==> src/rtl/cix32_mem_arbiter_pkg.sv <==
// Shared types for the CIX-32 memory arbiter: FSM states, owner encoding,
// default widths and the arbitration decision helper.
package cix32_mem_arbiter_pkg;

   localparam int unsigned ADDR_W_DEF       = 32;
   localparam int unsigned DATA_W_DEF       = 32;
   localparam int unsigned TIMEOUT_DEF      = 16;
   localparam int unsigned STARVE_LIMIT_DEF = 4;

   typedef enum logic [1:0] {
      ST_IDLE  = 2'd0,
      ST_ISSUE = 2'd1,
      ST_WAIT  = 2'd2
   } arb_state_e;

   typedef enum logic {
      OWN_IF = 1'b0,
      OWN_D  = 1'b1
   } owner_e;

   // Data wins any contest unless the starvation guard is forcing a fetch
   // and a fetch is actually eligible.
   function automatic logic data_wins(input logic if_ok, input logic d_ok,
                                      input logic force_if);
      return d_ok && !(force_if && if_ok);
   endfunction

endpackage

==> src/rtl/cix32_mem_arbiter_wdog.sv <==
// WAIT-cycle watchdog: counts cycles while enabled, clears on clr, and
// raises expire in the TIMEOUT_CYCLES-th enabled cycle. TIMEOUT_CYCLES = 0
// disables the watchdog entirely.
module cix32_mem_arbiter_wdog #(
   parameter int unsigned TIMEOUT_CYCLES = 16
) (
   input  logic clk,
   input  logic rst_n,
   input  logic clr,
   input  logic en,
   output logic expire
);

   localparam int unsigned CNT_W = (TIMEOUT_CYCLES > 1) ? $clog2(TIMEOUT_CYCLES) : 1;
   localparam int unsigned LAST  = (TIMEOUT_CYCLES > 0) ? TIMEOUT_CYCLES - 1 : 0;

   logic [CNT_W-1:0] cnt_q, cnt_d;
   logic             at_last_s;

   assign at_last_s = (cnt_q == CNT_W'(LAST));
   assign expire    = (TIMEOUT_CYCLES != 0) && en && at_last_s;

   // Next count: clear wins, otherwise advance while enabled and not yet at the limit.
   always_comb begin
      cnt_d = cnt_q;
      if (clr) begin
         cnt_d = {CNT_W{1'b0}};
      end else if (en && !at_last_s) begin
         cnt_d = cnt_q + CNT_W'(1);
      end else begin
         cnt_d = cnt_q;
      end
   end

   // Counter register.
   always_ff @(posedge clk or negedge rst_n) begin
      if (!rst_n) begin
         cnt_q <= {CNT_W{1'b0}};
      end else begin
         cnt_q <= cnt_d;
      end
   end

endmodule

==> src/rtl/cix32_mem_arbiter.sv <==
// CIX-32 memory arbiter: shares one memory port between instruction fetch
// and the MEMORY-stage data requester, one access at a time
// (IDLE -> ISSUE -> WAIT -> IDLE). Data has priority over fetch.
// Optional build macro CIX32_ARB_STARVE_GUARD_EN forces a fetch grant after
// STARVE_LIMIT consecutive data grants made while a fetch was waiting.
module cix32_mem_arbiter
   import cix32_mem_arbiter_pkg::*;
#(
   parameter int unsigned ADDR_W         = ADDR_W_DEF,
   parameter int unsigned DATA_W         = DATA_W_DEF,
   parameter int unsigned TIMEOUT_CYCLES = TIMEOUT_DEF,
   parameter int unsigned STARVE_LIMIT   = STARVE_LIMIT_DEF
) (
   input  logic              clk,
   input  logic              rst_n,
   input  logic              if_req,
   input  logic [ADDR_W-1:0] if_addr,
   output logic              if_ack,
   output logic [DATA_W-1:0] if_rdata,
   output logic              if_err,
   input  logic              d_req,
   input  logic              d_we,
   input  logic [ADDR_W-1:0] d_addr,
   input  logic [DATA_W-1:0] d_wdata,
   output logic              d_ack,
   output logic [DATA_W-1:0] d_rdata,
   output logic              d_err,
   output logic [ADDR_W-1:0] mem_addr,
   output logic [DATA_W-1:0] mem_wdata,
   output logic              mem_re,
   output logic              mem_we,
   input  logic [DATA_W-1:0] mem_rdata,
   input  logic              mem_ready,
   output logic              busy,
   output logic              owner
);

   // A zero limit would force fetch on every arbitration; reject it at elaboration.
   if (STARVE_LIMIT == 0) begin : g_bad_starve_limit
      $error("STARVE_LIMIT must be at least 1");
   end

   arb_state_e        state_q, state_d;
   owner_e            owner_q, owner_d;
   logic [ADDR_W-1:0] addr_q, addr_d;
   logic [DATA_W-1:0] wdata_q, wdata_d;
   logic              we_q, we_d;
   logic              mem_re_q, mem_re_d;
   logic              mem_we_q, mem_we_d;
   logic              if_ack_q, if_ack_d;
   logic              d_ack_q, d_ack_d;
   logic              if_err_q, if_err_d;
   logic              d_err_q, d_err_d;
   logic [DATA_W-1:0] if_rdata_q, if_rdata_d;
   logic [DATA_W-1:0] d_rdata_q, d_rdata_d;
   logic              busy_q;

   logic              if_ok_s, d_ok_s;
   logic              force_if_s;
   logic              grant_d_s, grant_if_s;
   logic              wdog_clr_s, wdog_en_s, wdog_expire_s;

   // A port whose ack/err is high this cycle is still dropping its request;
   // ignoring it prevents serving the same request twice.
   assign if_ok_s    = if_req && !if_ack_q && !if_err_q;
   assign d_ok_s     = d_req && !d_ack_q && !d_err_q;
   assign grant_d_s  = data_wins(if_ok_s, d_ok_s, force_if_s);
   assign grant_if_s = if_ok_s && !grant_d_s;

`ifdef CIX32_ARB_STARVE_GUARD_EN
   localparam int unsigned SC_W = $clog2(STARVE_LIMIT + 1);

   logic [SC_W-1:0] starve_q, starve_d;

   assign force_if_s = (starve_q >= SC_W'(STARVE_LIMIT));

   // Saturating count of data grants made while a fetch was left waiting.
   always_comb begin
      starve_d = starve_q;
      if ((state_q == ST_IDLE) && (grant_d_s || grant_if_s)) begin
         if (grant_if_s || !if_ok_s) begin
            starve_d = {SC_W{1'b0}};
         end else if (starve_q < SC_W'(STARVE_LIMIT)) begin
            starve_d = starve_q + SC_W'(1);
         end else begin
            starve_d = starve_q;
         end
      end else begin
         starve_d = starve_q;
      end
   end

   // Starvation counter register.
   always_ff @(posedge clk or negedge rst_n) begin
      if (!rst_n) begin
         starve_q <= {SC_W{1'b0}};
      end else begin
         starve_q <= starve_d;
      end
   end
`else
   assign force_if_s = 1'b0;
`endif

   assign wdog_clr_s = (state_q == ST_ISSUE);
   assign wdog_en_s  = (state_q == ST_WAIT) && !mem_ready;

   cix32_mem_arbiter_wdog #(
      .TIMEOUT_CYCLES(TIMEOUT_CYCLES)
   ) u_wdog (
      .clk   (clk),
      .rst_n (rst_n),
      .clr   (wdog_clr_s),
      .en    (wdog_en_s),
      .expire(wdog_expire_s)
   );

   // Access sequencer: arbitration in IDLE, one-cycle strobe in ISSUE,
   // completion or timeout in WAIT; pulses and read data are prepared here.
   always_comb begin
      state_d    = state_q;
      owner_d    = owner_q;
      addr_d     = addr_q;
      wdata_d    = wdata_q;
      we_d       = we_q;
      mem_re_d   = 1'b0;
      mem_we_d   = 1'b0;
      if_ack_d   = 1'b0;
      d_ack_d    = 1'b0;
      if_err_d   = 1'b0;
      d_err_d    = 1'b0;
      if_rdata_d = if_rdata_q;
      d_rdata_d  = d_rdata_q;
      case (state_q)
         ST_IDLE: begin
            if (grant_d_s) begin
               owner_d  = OWN_D;
               addr_d   = d_addr;
               wdata_d  = d_wdata;
               we_d     = d_we;
               mem_we_d = d_we;
               mem_re_d = !d_we;
               state_d  = ST_ISSUE;
            end else if (grant_if_s) begin
               owner_d  = OWN_IF;
               addr_d   = if_addr;
               we_d     = 1'b0;
               mem_re_d = 1'b1;
               state_d  = ST_ISSUE;
            end else begin
               state_d  = ST_IDLE;
            end
         end
         ST_ISSUE: begin
            state_d = ST_WAIT;
         end
         ST_WAIT: begin
            if (mem_ready) begin
               state_d = ST_IDLE;
               if (owner_q == OWN_D) begin
                  d_ack_d = 1'b1;
                  if (!we_q) begin
                     d_rdata_d = mem_rdata;
                  end else begin
                     d_rdata_d = d_rdata_q;
                  end
               end else begin
                  if_ack_d   = 1'b1;
                  if_rdata_d = mem_rdata;
               end
            end else if (wdog_expire_s) begin
               state_d = ST_IDLE;
               if (owner_q == OWN_D) begin
                  d_err_d = 1'b1;
               end else begin
                  if_err_d = 1'b1;
               end
            end else begin
               state_d = ST_WAIT;
            end
         end
         default: begin
            state_d = ST_IDLE;
         end
      endcase
   end

   // State, request latch and all registered outputs.
   always_ff @(posedge clk or negedge rst_n) begin
      if (!rst_n) begin
         state_q    <= ST_IDLE;
         owner_q    <= OWN_IF;
         addr_q     <= {ADDR_W{1'b0}};
         wdata_q    <= {DATA_W{1'b0}};
         we_q       <= 1'b0;
         mem_re_q   <= 1'b0;
         mem_we_q   <= 1'b0;
         if_ack_q   <= 1'b0;
         d_ack_q    <= 1'b0;
         if_err_q   <= 1'b0;
         d_err_q    <= 1'b0;
         if_rdata_q <= {DATA_W{1'b0}};
         d_rdata_q  <= {DATA_W{1'b0}};
         busy_q     <= 1'b0;
      end else begin
         state_q    <= state_d;
         owner_q    <= owner_d;
         addr_q     <= addr_d;
         wdata_q    <= wdata_d;
         we_q       <= we_d;
         mem_re_q   <= mem_re_d;
         mem_we_q   <= mem_we_d;
         if_ack_q   <= if_ack_d;
         d_ack_q    <= d_ack_d;
         if_err_q   <= if_err_d;
         d_err_q    <= d_err_d;
         if_rdata_q <= if_rdata_d;
         d_rdata_q  <= d_rdata_d;
         busy_q     <= (state_d != ST_IDLE);
      end
   end

   assign if_ack    = if_ack_q;
   assign if_err    = if_err_q;
   assign if_rdata  = if_rdata_q;
   assign d_ack     = d_ack_q;
   assign d_err     = d_err_q;
   assign d_rdata   = d_rdata_q;
   assign mem_addr  = addr_q;
   assign mem_wdata = wdata_q;
   assign mem_re    = mem_re_q;
   assign mem_we    = mem_we_q;
   assign busy      = busy_q;
   assign owner     = owner_q;

endmodule
==> config.mk <==
export PLATFORM = sky130hd
export DESIGN_NAME = cix32_mem_arbiter
export DESIGN_NICKNAME = d
export VERILOG_FILES = /design/src/rtl/cix32_mem_arbiter_pkg.sv /design/src/rtl/cix32_mem_arbiter_wdog.sv /design/src/rtl/cix32_mem_arbiter.sv
export SDC_FILE = /design/constraint.sdc
export NUM_CORES = 1
export LEC_CHECK = 0
export ABC_CLOCK_PERIOD_IN_PS = 2900
export CAP_MARGIN = 20
export CORE_ASPECT_RATIO = 1.1
export CORE_MARGIN = 1
export CORE_UTILIZATION = 25
export DETAILED_ROUTE_END_ITERATION = 7
export GPL_TIMING_DRIVEN = 0
export HOLD_SLACK_MARGIN = 0.15
export SYNTH_ARGS = -nofsm -noshare
export SYNTH_HDL_FRONTEND = slang
export SYNTH_HIERARCHICAL = 1
export SYNTH_SLANG_ARGS = --single-unit
export TNS_END_PERCENT = 50
==> constraint.sdc <==
create_clock -name clk -period 2.9 [get_ports clk]
set_clock_uncertainty 0.15 [all_clocks]
set_input_delay 0.87 -clock clk [delete_from_list [all_inputs] [get_ports clk]]
set_output_delay 0.87 -clock clk [all_outputs]
set_load 0.01 [all_outputs]
Word-level counts from Yosys, hierarchy flattened

Cells that the tools add are included.

Flip-flop bits (word level): 143
Output and inout bits: 136
Logic and storage cells: 74

Bitwise logic cells: 2
Eq/ne operators: 3
$add $sub $neg: 1
Multiplexer cells: 29
Reductions and logical operators: 24

Operators by type and width:

| kind                  | number |
|---|---|
| $mux W32              | 2 |
| $mux W1               | 22 |
| $logic_and A1 B1 Y1   | 8 |
| $logic_not A1 Y1      | 8 |
| $mux W4               | 2 |
| $pmux W2 S3           | 1 |
| $reduce_bool A2 Y1    | 3 |
| $add A4 B1 Y4 const B | 1 |
| $eq A4 B4 Y1 const B  | 1 |
| $mux W2               | 2 |
| $reduce_and A2 Y1     | 2 |
| $reduce_and A4 Y1     | 1 |
| $reduce_and A3 Y1     | 1 |
| $eq A2 B1 Y1 const B  | 1 |
| $eq A2 B2 Y1 const B  | 1 |
| $logic_not A2 Y1      | 1 |
| $not A1 Y1            | 2 |

Depth between registers and ports, before layout

Gate-level depths: netlist of the first run.

Depth after elaboration: 9
Depth in mapped cells: 5

Hierarchy

Netlist of the first run, hierarchy kept.

By module, submodules not included:

| module                 | area each (um^2) | seq. area each (um^2) | times used | cells each |
|---|---|---|---|---|
| cix32_mem_arbiter      | 5739.3           | 3478.3                | 1          | 339 |
| cix32_mem_arbiter_wdog | 239.0            | 100.1                 | 1          | 21 |

Worst setup path before layout of the first run

OpenSTA, ideal clock, no wires.

Path type: in2reg
Start point: input port mem_ready
End point: register busy_q (netlist: busy)
Data required time: 2.623 ns
Buffers on the path: 0
Stages: 5
Setup slack: 0.487 ns
Arrival: 2.136 ns
Cells stage by stage: nor3b_1 -> and4_2 -> inv_1 -> a21o_1 -> or2_2

Word-level cells in the longest chain between the ends: 7

RTL lines:

| element                 | RTL line                     | RTL |
|---|---|---|
| start: declaration      | cix32_mem_arbiter.sv:33      | `input logic mem_ready,` |
| $logic_not A1 Y1        | cix32_mem_arbiter.sv:106     | `assign wdog_en_s = (state_q == ST_WAIT) && !mem_ready;` |
| $logic_and A1 B1 Y1     | cix32_mem_arbiter.sv:106     |  |
| $logic_and A1 B1 Y1     | cix32_mem_arbiter_wdog.sv:21 | `assign expire = (TIMEOUT_CYCLES != 0) && en && at_last_s;` |
| named net wdog_expire_s | cix32_mem_arbiter.sv:61      | `logic wdog_clr_s, wdog_en_s, wdog_expire_s;` |
| $mux W2                 | cix32_mem_arbiter.sv:171     | `end else if (wdog_expire_s) begin` |
| $mux W2                 | cix32_mem_arbiter.sv:158     | `if (mem_ready) begin` |
| $pmux W2 S3             | cix32_mem_arbiter.sv:134     | `case (state_q)` |
| named net state_d[1]    | cix32_mem_arbiter.sv:43      | `arb_state_e state_q, state_d;` |
| $reduce_bool A2 Y1      | cix32_mem_arbiter.sv:219     | `busy_q <= (state_d != ST_IDLE);` |
| end signal: assignment  | cix32_mem_arbiter.sv:219     |  |
| end: declaration        | cix32_mem_arbiter.sv:56      | `logic busy_q;` |

The timed path passes the listed nets, and every way through them passes these cells.
A chain may end at the register's enable or synchronous reset.

Worst setup path after layout of the first run

Start point: input port d_req
End point: register addr_q[24] (netlist: mem_addr[24])

Word-level cells in the longest chain between the ends: 6

RTL lines:

| element                            | RTL line                 | RTL |
|---|---|---|
| start: declaration                 | cix32_mem_arbiter.sv:21  | `input logic d_req,` |
| $logic_and A1 B1 Y1 * (2 in a row) | cix32_mem_arbiter.sv:66  | `assign d_ok_s = d_req && !d_ack_q && !d_err_q;` |
| $logic_not A1 Y1                   | cix32_mem_arbiter.sv:68  | `assign grant_if_s = if_ok_s && !grant_d_s;` |
| $logic_and A1 B1 Y1                | cix32_mem_arbiter.sv:68  |  |
| $reduce_bool A2 Y1 (no line)       | --                       |  |
| $reduce_and A2 Y1 (no line)        | --                       |  |
| end signal: assignment             | cix32_mem_arbiter.sv:193 | `addr_q <= {ADDR_W{1'b0}};` |
| end signal: assignment             | cix32_mem_arbiter.sv:208 | `addr_q <= addr_d;` |
| end: declaration                   | cix32_mem_arbiter.sv:45  | `logic [ADDR_W-1:0] addr_q, addr_d;` |

Every way passes the cells marked *; elsewhere a longest branch is shown, timed or not.

==> summary.txt, run 1 <==
Layout
  • Multi-input logic area: between 2000 and 2500 um2
  • Filler cell count: 2146
  • Post-Layout Cell Count: 963
  • Layout cell share with drive strength beyond 1: 24.9%
  • Synthesis-to-finish area growth: 62.3%
  • Area occupied by registers: 3580 um2
  • Nets: 784

Routing
  • DRC viols: 0
  • Vias per cell: 4.21
  • DRT antenna net count: 0
  • Vias: 4055
  • 1st-pass router iterations: 4
  • First-iteration detailed-routing DRC count: 63
  • Final wirelength: 15800 um
  • DR WL/cell: 16.4 um

Timing
  • Final setup viols: 0
  • Final worst-path cycle share: slightly above 90%
  • Final Worst Setup Slack: 216 ps
  • Min Tclk post-route: 2680 ps
  • Max Fclk: 0.373 GHz
  • Setup TNS: 0 ps
  • Final slew viol count: 0
  • RSZ-0062 raised after global routing: no
  • Worst slew margin: 47.3%
  • Final Hold Fails: 0
  • Worst slew pin tran: 789 ps

Logic synthesis
  • Distinct cell type count of the synthesized netlist: 34
  • Post-synthesis cell count: 360
  • Sequential cell area fraction in the yosys report: approximately 60%
  • Main synth FF type: dfrtp_1
  • Syn Nets: 495
  • Syn avg cell area: 16.6 um2
  • Flops & latches, synth: 143
  • Post-synth EDFFs: 0
  • Post-Syn Area: roughly 6000 um2
  • Synth Warn #: 6
  • Ys async rst share: 100%

Worst setup path
  • Largest delay share family, worst path: buffers and inverters
  • Critical path class: in -> reg
  • WP data required: between 3000 and 4000 ps
  • CP arrival: between 2000 and 3000 ps
  • Critical path peak fanout: 10
  • Worst path cell trace: clkdlybuf4s50_1, nor3b_4, clkbuf_4, mux2_2, mux2_1
  • Worst path max stage delay: 480 ps
  • Startpoint class of the critical path: input pin
  • Bufs and invs on worst path: 2
  • RR Startpoint: d_err$_DFF_PN0_
  • Crit-path slowest cell: nor3b_4
  • Crit end category: register
  • Crit. Startpoint: d_req

Clocking
  • CTS buffer count: 17
  • Clock sink total: roughly 140
  • # H-tree levels: 4
  • Maximum buffer depth of the clock tree: 2
  • Post CTS Setup Buffer Count: 0
  • Worst-Skew Late Latency: 410 ps
  • CTS Hold Bufs: 0
  • Clock transition at path regs: around 60 ps
  • CTS root buf: clkbuf_16
  • CTS tree: done
  • Post-cts sizing count: 0

Global route
  • GRT Total Usage: 13.2%
  • Overflow after GRT: 0
  • Initial antenna violation count: 1
  • Vias in the first global route: 4553
  • First-pass GRT wire length: 24600 um
  • Largest net degree at the start of global routing: 79

Power and ir drop
  • Max IR drop VDD: 0.000405 V
  • Pleak: 4.07 nW
  • Final Power: 10.4 mW
  • Total power per unit cell area: between 1000 and 1500 nW/um2

Floorplanning
  • Chip Width: 149 um
  • Core area: roughly 23000 um2
  • Chip height: about 160 um
  • Initial Util: between 20 and 30%
  • Die Area: 24500 um2
  • IO Count: 270
  • Row cnt: 58

Run
  • Max Cap Viol: 0

Place
  • Gp weighted congestion: approximately 0.75
  • DP Worst Slack: -231 ps
  • Hpwl dp: approximately 12000 um
  • Number of port buffers: 269
  • DP Cell Count: just over 900

Status
  • Status: finished clean

Min path
  • Worst Hold Class: in -> async
-- cells in the final DEF, fill, tap and decap left out, types with 3 or more instances in the layout --
cell type        synthesis  routed
clkdlybuf4s50_1          0     268
dfrtp_1                143     143
mux2_2                  75      75
mux2_1                  56      56
mux2_4                  30      30
clkbuf_16                0      17
buf_6                    6       7
buf_2                    5       5
buf_12                   4       4
bufinv_16                0       4
nor2_1                   3       3
nor2b_1                  3       3
a21o_1                   3       3
clkinv_2                 0       3
-- per-stage QoR --
stage / instance area, um2 / util, % / hold WS, ps
6_report: 9710 / 41.9 / 302
5_1_grt: 9710 / 41.9 / 332
4_1_cts: 9700 / 41.9 / 319
3_5_place_dp: 9070 / 39.2 / 320
3_3_place_gp: 9050 / 39.1 / 316
2_1_floorplan: 5980 / - / 300
-- logic make-up (layout without fill, tap and decap cells) --
kind of cell | count (synthesis) | count (layout) | share of synthesized area (%)
compound gates | 8 | 8 | 1.17
fa+ha+maj | 1 | 1 | 0.209
buf+inv | 22 | 324 | 3.56
flops | 143 | 143 | 59.9
mux | 162 | 162 | 32.4
other cells | 0 | 1 | 0
simple gates | 24 | 24 | 2.83
-- Yosys cell counts, types with 2 or more instances --
master	number	area, um2
mux2_4	30	450
buf_6	6	67.6
nor3b_1	2	15.0
buf_2	5	25.0
mux2_1	56	631
mux2_2	75	845
buf_4	2	15.0
a21oi_1	2	10.0
nand2b_1	2	12.5
nor2_1	3	11.3
nor3_1	2	10.0
inv_1	2	7.51
dfrtp_1	143	3580
a21o_1	3	22.5
and3_1	2	12.5
nor2b_1	3	18.8
buf_12	4	80.1
nand2_1	2	7.51
-- area by class of cell --
class / count / area share, %
diodes: 1 / 0.0258
clock buffers: 19 / 4.56
multi-input cells: 195 / 22.5
repair buffers: 270 / 28.0
plain buffers: 18 / 2.01
inverters: 4 / 0.180
well taps: 300 / 3.87
clock inverters: 13 / 1.91
flip-flops and latches: 143 / 36.9
-- final timing paths --
check / end / slack, ps / cells past startpoint
min in group clk: we_q$_DFFE_PN0P_ / 330 / 1
worst min-delay path: mem_wdata[1]$_DFFE_PN0P_ / 300 / 1
max in group asynchronous: d_ack$_DFF_PN0_ / 1470 / 2
worst min register to register: we_q$_DFFE_PN0P_ / 330 / 1
worst max register to register: mem_addr[24]$_DFFE_PN0P_ / 710 / 4
worst max-delay path: mem_addr[24]$_DFFE_PN0P_ / 220 / 5
-- routing by layer --
metal	global-route usage, %	part of all wire (%)	up-vias
li1	-	-	1868
met1	14.8	40	2047
met2	23.3	53	129
met3	4.53	6.5	11
met4	3.80	1.3	0
met5	0	0	-
-- flip-flops by register name, summed over array words and instances (netlist names), 2 cells and up --
| name | cells |
|---|---|
| mem_addr | 32 |
| state_q | 2 |
| if_rdata | 32 |
| u_wdog/cnt_q | 4 |
| mem_wdata | 32 |
| d_rdata | 32 |
-- power breakdown --
group | switching (mW) | internal, mW
sequential | 0.526 | 2.98
combinational | 1.65 | 2.90
clock | 0.859 | 1.47
total | 3.04 | 7.34
(Power assumes the default switching activity.)
==> run 2, diff against run 1 <==
--- a/config.mk
+++ b/config.mk
@@ -12,7 +12,7 @@
 export CORE_UTILIZATION = 25
 export DETAILED_ROUTE_END_ITERATION = 7
 export GPL_TIMING_DRIVEN = 0
-export HOLD_SLACK_MARGIN = 0.15
+export HOLD_SLACK_MARGIN = 0.1
 export SYNTH_ARGS = -nofsm -noshare
 export SYNTH_HDL_FRONTEND = slang
 export SYNTH_HIERARCHICAL = 1
==> results of run 2 <==
No change in the layout: final DEF, timing and power equal those of run 1.
==> run 3, diff against run 2 <==
--- a/config.mk
+++ b/config.mk
@@ -9,10 +9,11 @@
 export CAP_MARGIN = 20
 export CORE_ASPECT_RATIO = 1.1
 export CORE_MARGIN = 1
-export CORE_UTILIZATION = 25
+export CORE_UTILIZATION = 41
 export DETAILED_ROUTE_END_ITERATION = 7
 export GPL_TIMING_DRIVEN = 0
 export HOLD_SLACK_MARGIN = 0.1
+export PLACE_DENSITY = 0.79
 export SYNTH_ARGS = -nofsm -noshare
 export SYNTH_HDL_FRONTEND = slang
 export SYNTH_HIERARCHICAL = 1
==> run 3 against run 2 <==
First-iteration DRC count is 65% higher. Cell count is 12% lower. Sequential power hardly changed. Cell area is 1.2% lower. Maximum frequency is 2.0% lower. Combinational power hardly changed. Largest power group unchanged.
==> summary.txt, run 3 (synthesis gave the netlist of run 1 again) <==
Status
  • Status: finished clean

Floorplanning
  • Die Area: 15100 um2 (-39%)
  • IO Count: 270 (unchanged)
  • Initial Util: 42.6% (+17 points)
  • Chip Width: 117 um (-22%)
  • Row cnt: 45 (-22%)
  • Chip height: 129 um (-22%)
  • Core area: 14000 um2 (-39%)

Worst setup path
  • CP arrival: 2880 ps (+60 ps)
  • RR Startpoint: state_q[0]$_DFF_PN0_
  • Worst path max stage delay: 730 ps (+250 ps)
  • WP data required: 3050 ps (about the same)
  • Crit end category: register
  • Crit-path slowest cell: nor3b_1
  • Worst path cell trace: clkdlybuf4s50_1, nor3b_1, and4_2, inv_1, a21o_1, or2_2
  • Startpoint class of the critical path: input pin
  • R2r setup slk: 640 ps (-70 ps)
  • Critical path class: in -> reg
  • Critical path peak fanout: 8 (-2)
  • Crit. Startpoint: mem_ready

Run
  • Max Cap Viol: 0 (unchanged)

Clocking
  • CTS buffer count: 17 (unchanged)
  • Worst-Skew Late Latency: 410 ps (about the same)
  • Post CTS Setup Buffer Count: 0 (unchanged)
  • Clock sink total: 143 (unchanged)
  • Clock transition at path regs: 60 ps (about the same)
  • CTS Hold Bufs: 0 (unchanged)
  • Maximum buffer depth of the clock tree: 2 (unchanged)
  • CTS root buf: clkbuf_16
  • # H-tree levels: 4 (unchanged)
  • CTS tree: done
  • Post-cts sizing count: 0 (unchanged)

Timing
  • Worst slew margin: 41.3% (-5.9 points)
  • Final setup viols: 0 (unchanged)
  • Final Hold Fails: 0 (unchanged)
  • Min Tclk post-route: 2740 ps (+53.9 ps)
  • Max Fclk: 0.365 GHz (-2.0%)
  • Final worst-path cycle share: 94.4% (+1.9 points)
  • Final slew viol count: 0 (unchanged)
  • RSZ-0062 raised after global routing: no
  • Worst slew pin tran: 878 ps (+88.9 ps)
  • Hold_ws: 275 ps (-26.7 ps)

Routing
  • DRT antenna net count: 0 (unchanged)
  • Final wirelength: 14900 um (-5.9%)
  • Vias per cell: 4.76 (+13%)
  • DR WL/cell: 17.5 um (+6.6%)
  • Vias: 4049 (-0.15%)
  • 1st-pass router iterations: 4 (unchanged)
  • DRC viols: 0 (unchanged)
  • First-iteration detailed-routing DRC count: 104 (+65%)

Layout
  • Fin util: 68.4% (+26 points)
  • Synthesis-to-finish area growth: 60.4%
  • Antenna cells: 0 (-1)
  • Nets: 784 (unchanged)
  • Commonest cells after routing, fill and taps aside: 268 x clkdlybuf4s50_1, 143 x dfrtp_1, 75 x mux2_2
  • Layout cell share with drive strength beyond 1: 24.9% (unchanged)
  • Commonest non-fill, non-tap cell in the layout: clkdlybuf4s50_1

Global route
  • GRT Total Usage: 20.5% (+7.3 points)
  • Initial antenna violation count: 0 (-1)
  • First-pass GRT wire length: 22800 um (-7.4%)
  • Largest net degree at the start of global routing: 82 (+3.8%)
  • Overflow after GRT: 0 (unchanged)
  • Vias in the first global route: 4396 (-3.4%)

Place
  • Number of port buffers: 269 (unchanged)
  • Gp weighted congestion: 0.747 (+0.24%)
  • Hpwl dp: 11100 um (-6.6%)

Power and ir drop
  • Total power per unit cell area: 1090 nW/um2 (+1.8%)
  • Max IR drop VDD: 0.000526 V (+30%)
  • Final Power: 10.4 mW (+0.59%)
  • Pleak: 4.06 nW (about the same)

Min path
  • Worst Hold Class: in -> async
-- run 3: cell count changes in the layout (fill, tap and decap cells not counted) --
cell / delta
clkinvlp_4: +3
clkinv_2: -2
clkinv_4: -2
bufinv_16: +1
diode_2: -1
-- run 3: critical path: cells and delay by family --
kind	cells	cell delay [ps]
buf+inv	2	500
compound gates	1	150
simple gates	3	1360
-- run 3: stage by stage --
step,setup slack (ps),instance area [um2],TNS (ps),cells
after floorplan,487,5980,0,360
after global placement,-4600,8910,-659930,817
after detailed placement,-242,8930,-4790,818
after CTS,201,9590,0,850
after global routing,87.8,9590,0,850
final,162,9590,0,850
-- run 3: area by class of cell --
class / count / area (um2)
fillers: 943 / 4430
repair buffers: 270 / 2720
flip-flops and latches: 143 / 3580
clock inverters: 13 / 210
plain buffers: 18 / 195
clock buffers: 19 / 443
well taps: 188 / 235
inverters: 4 / 17.5
multi-input cells: 195 / 2190
-- run 3: metal layers --
metal  wire length [um]  GRT usage, %  share of wire, %
met1               5460          21.4                37
met3               1160          6.88               7.8
met2               7870          36.8                53
met4                390          9.31               2.6
met5                  0             0                 0
-- run 3: path summary, 6_finish.rpt --
| kind | cells after the start | end |
|---|---|---|
| setup / recovery | 6 | busy$_DFF_PN0_ |
| max in group asynchronous | 2 | d_rdata[3]$_DFFE_PN0P_ |
| hold / removal | 1 | mem_addr[27]$_DFFE_PN0P_ |
| min in group clk | 1 | mem_addr[14]$_DFFE_PN0P_ |
| hold reg to reg | 1 | mem_addr[14]$_DFFE_PN0P_ |
| setup reg to reg | 5 | busy$_DFF_PN0_ |
-- run 3: where the power goes --
part | switching (mW) | total, mW | leakage, nW | internal, mW
Combinational | 1.67 | 4.57 | 2.04 | 2.90
Sequential | 0.511 | 3.49 | 1.72 | 2.98
Clock | 0.826 | 2.38 | 0.302 | 1.55
Total | 3.01 | 10.4 | 4.06 | 7.43
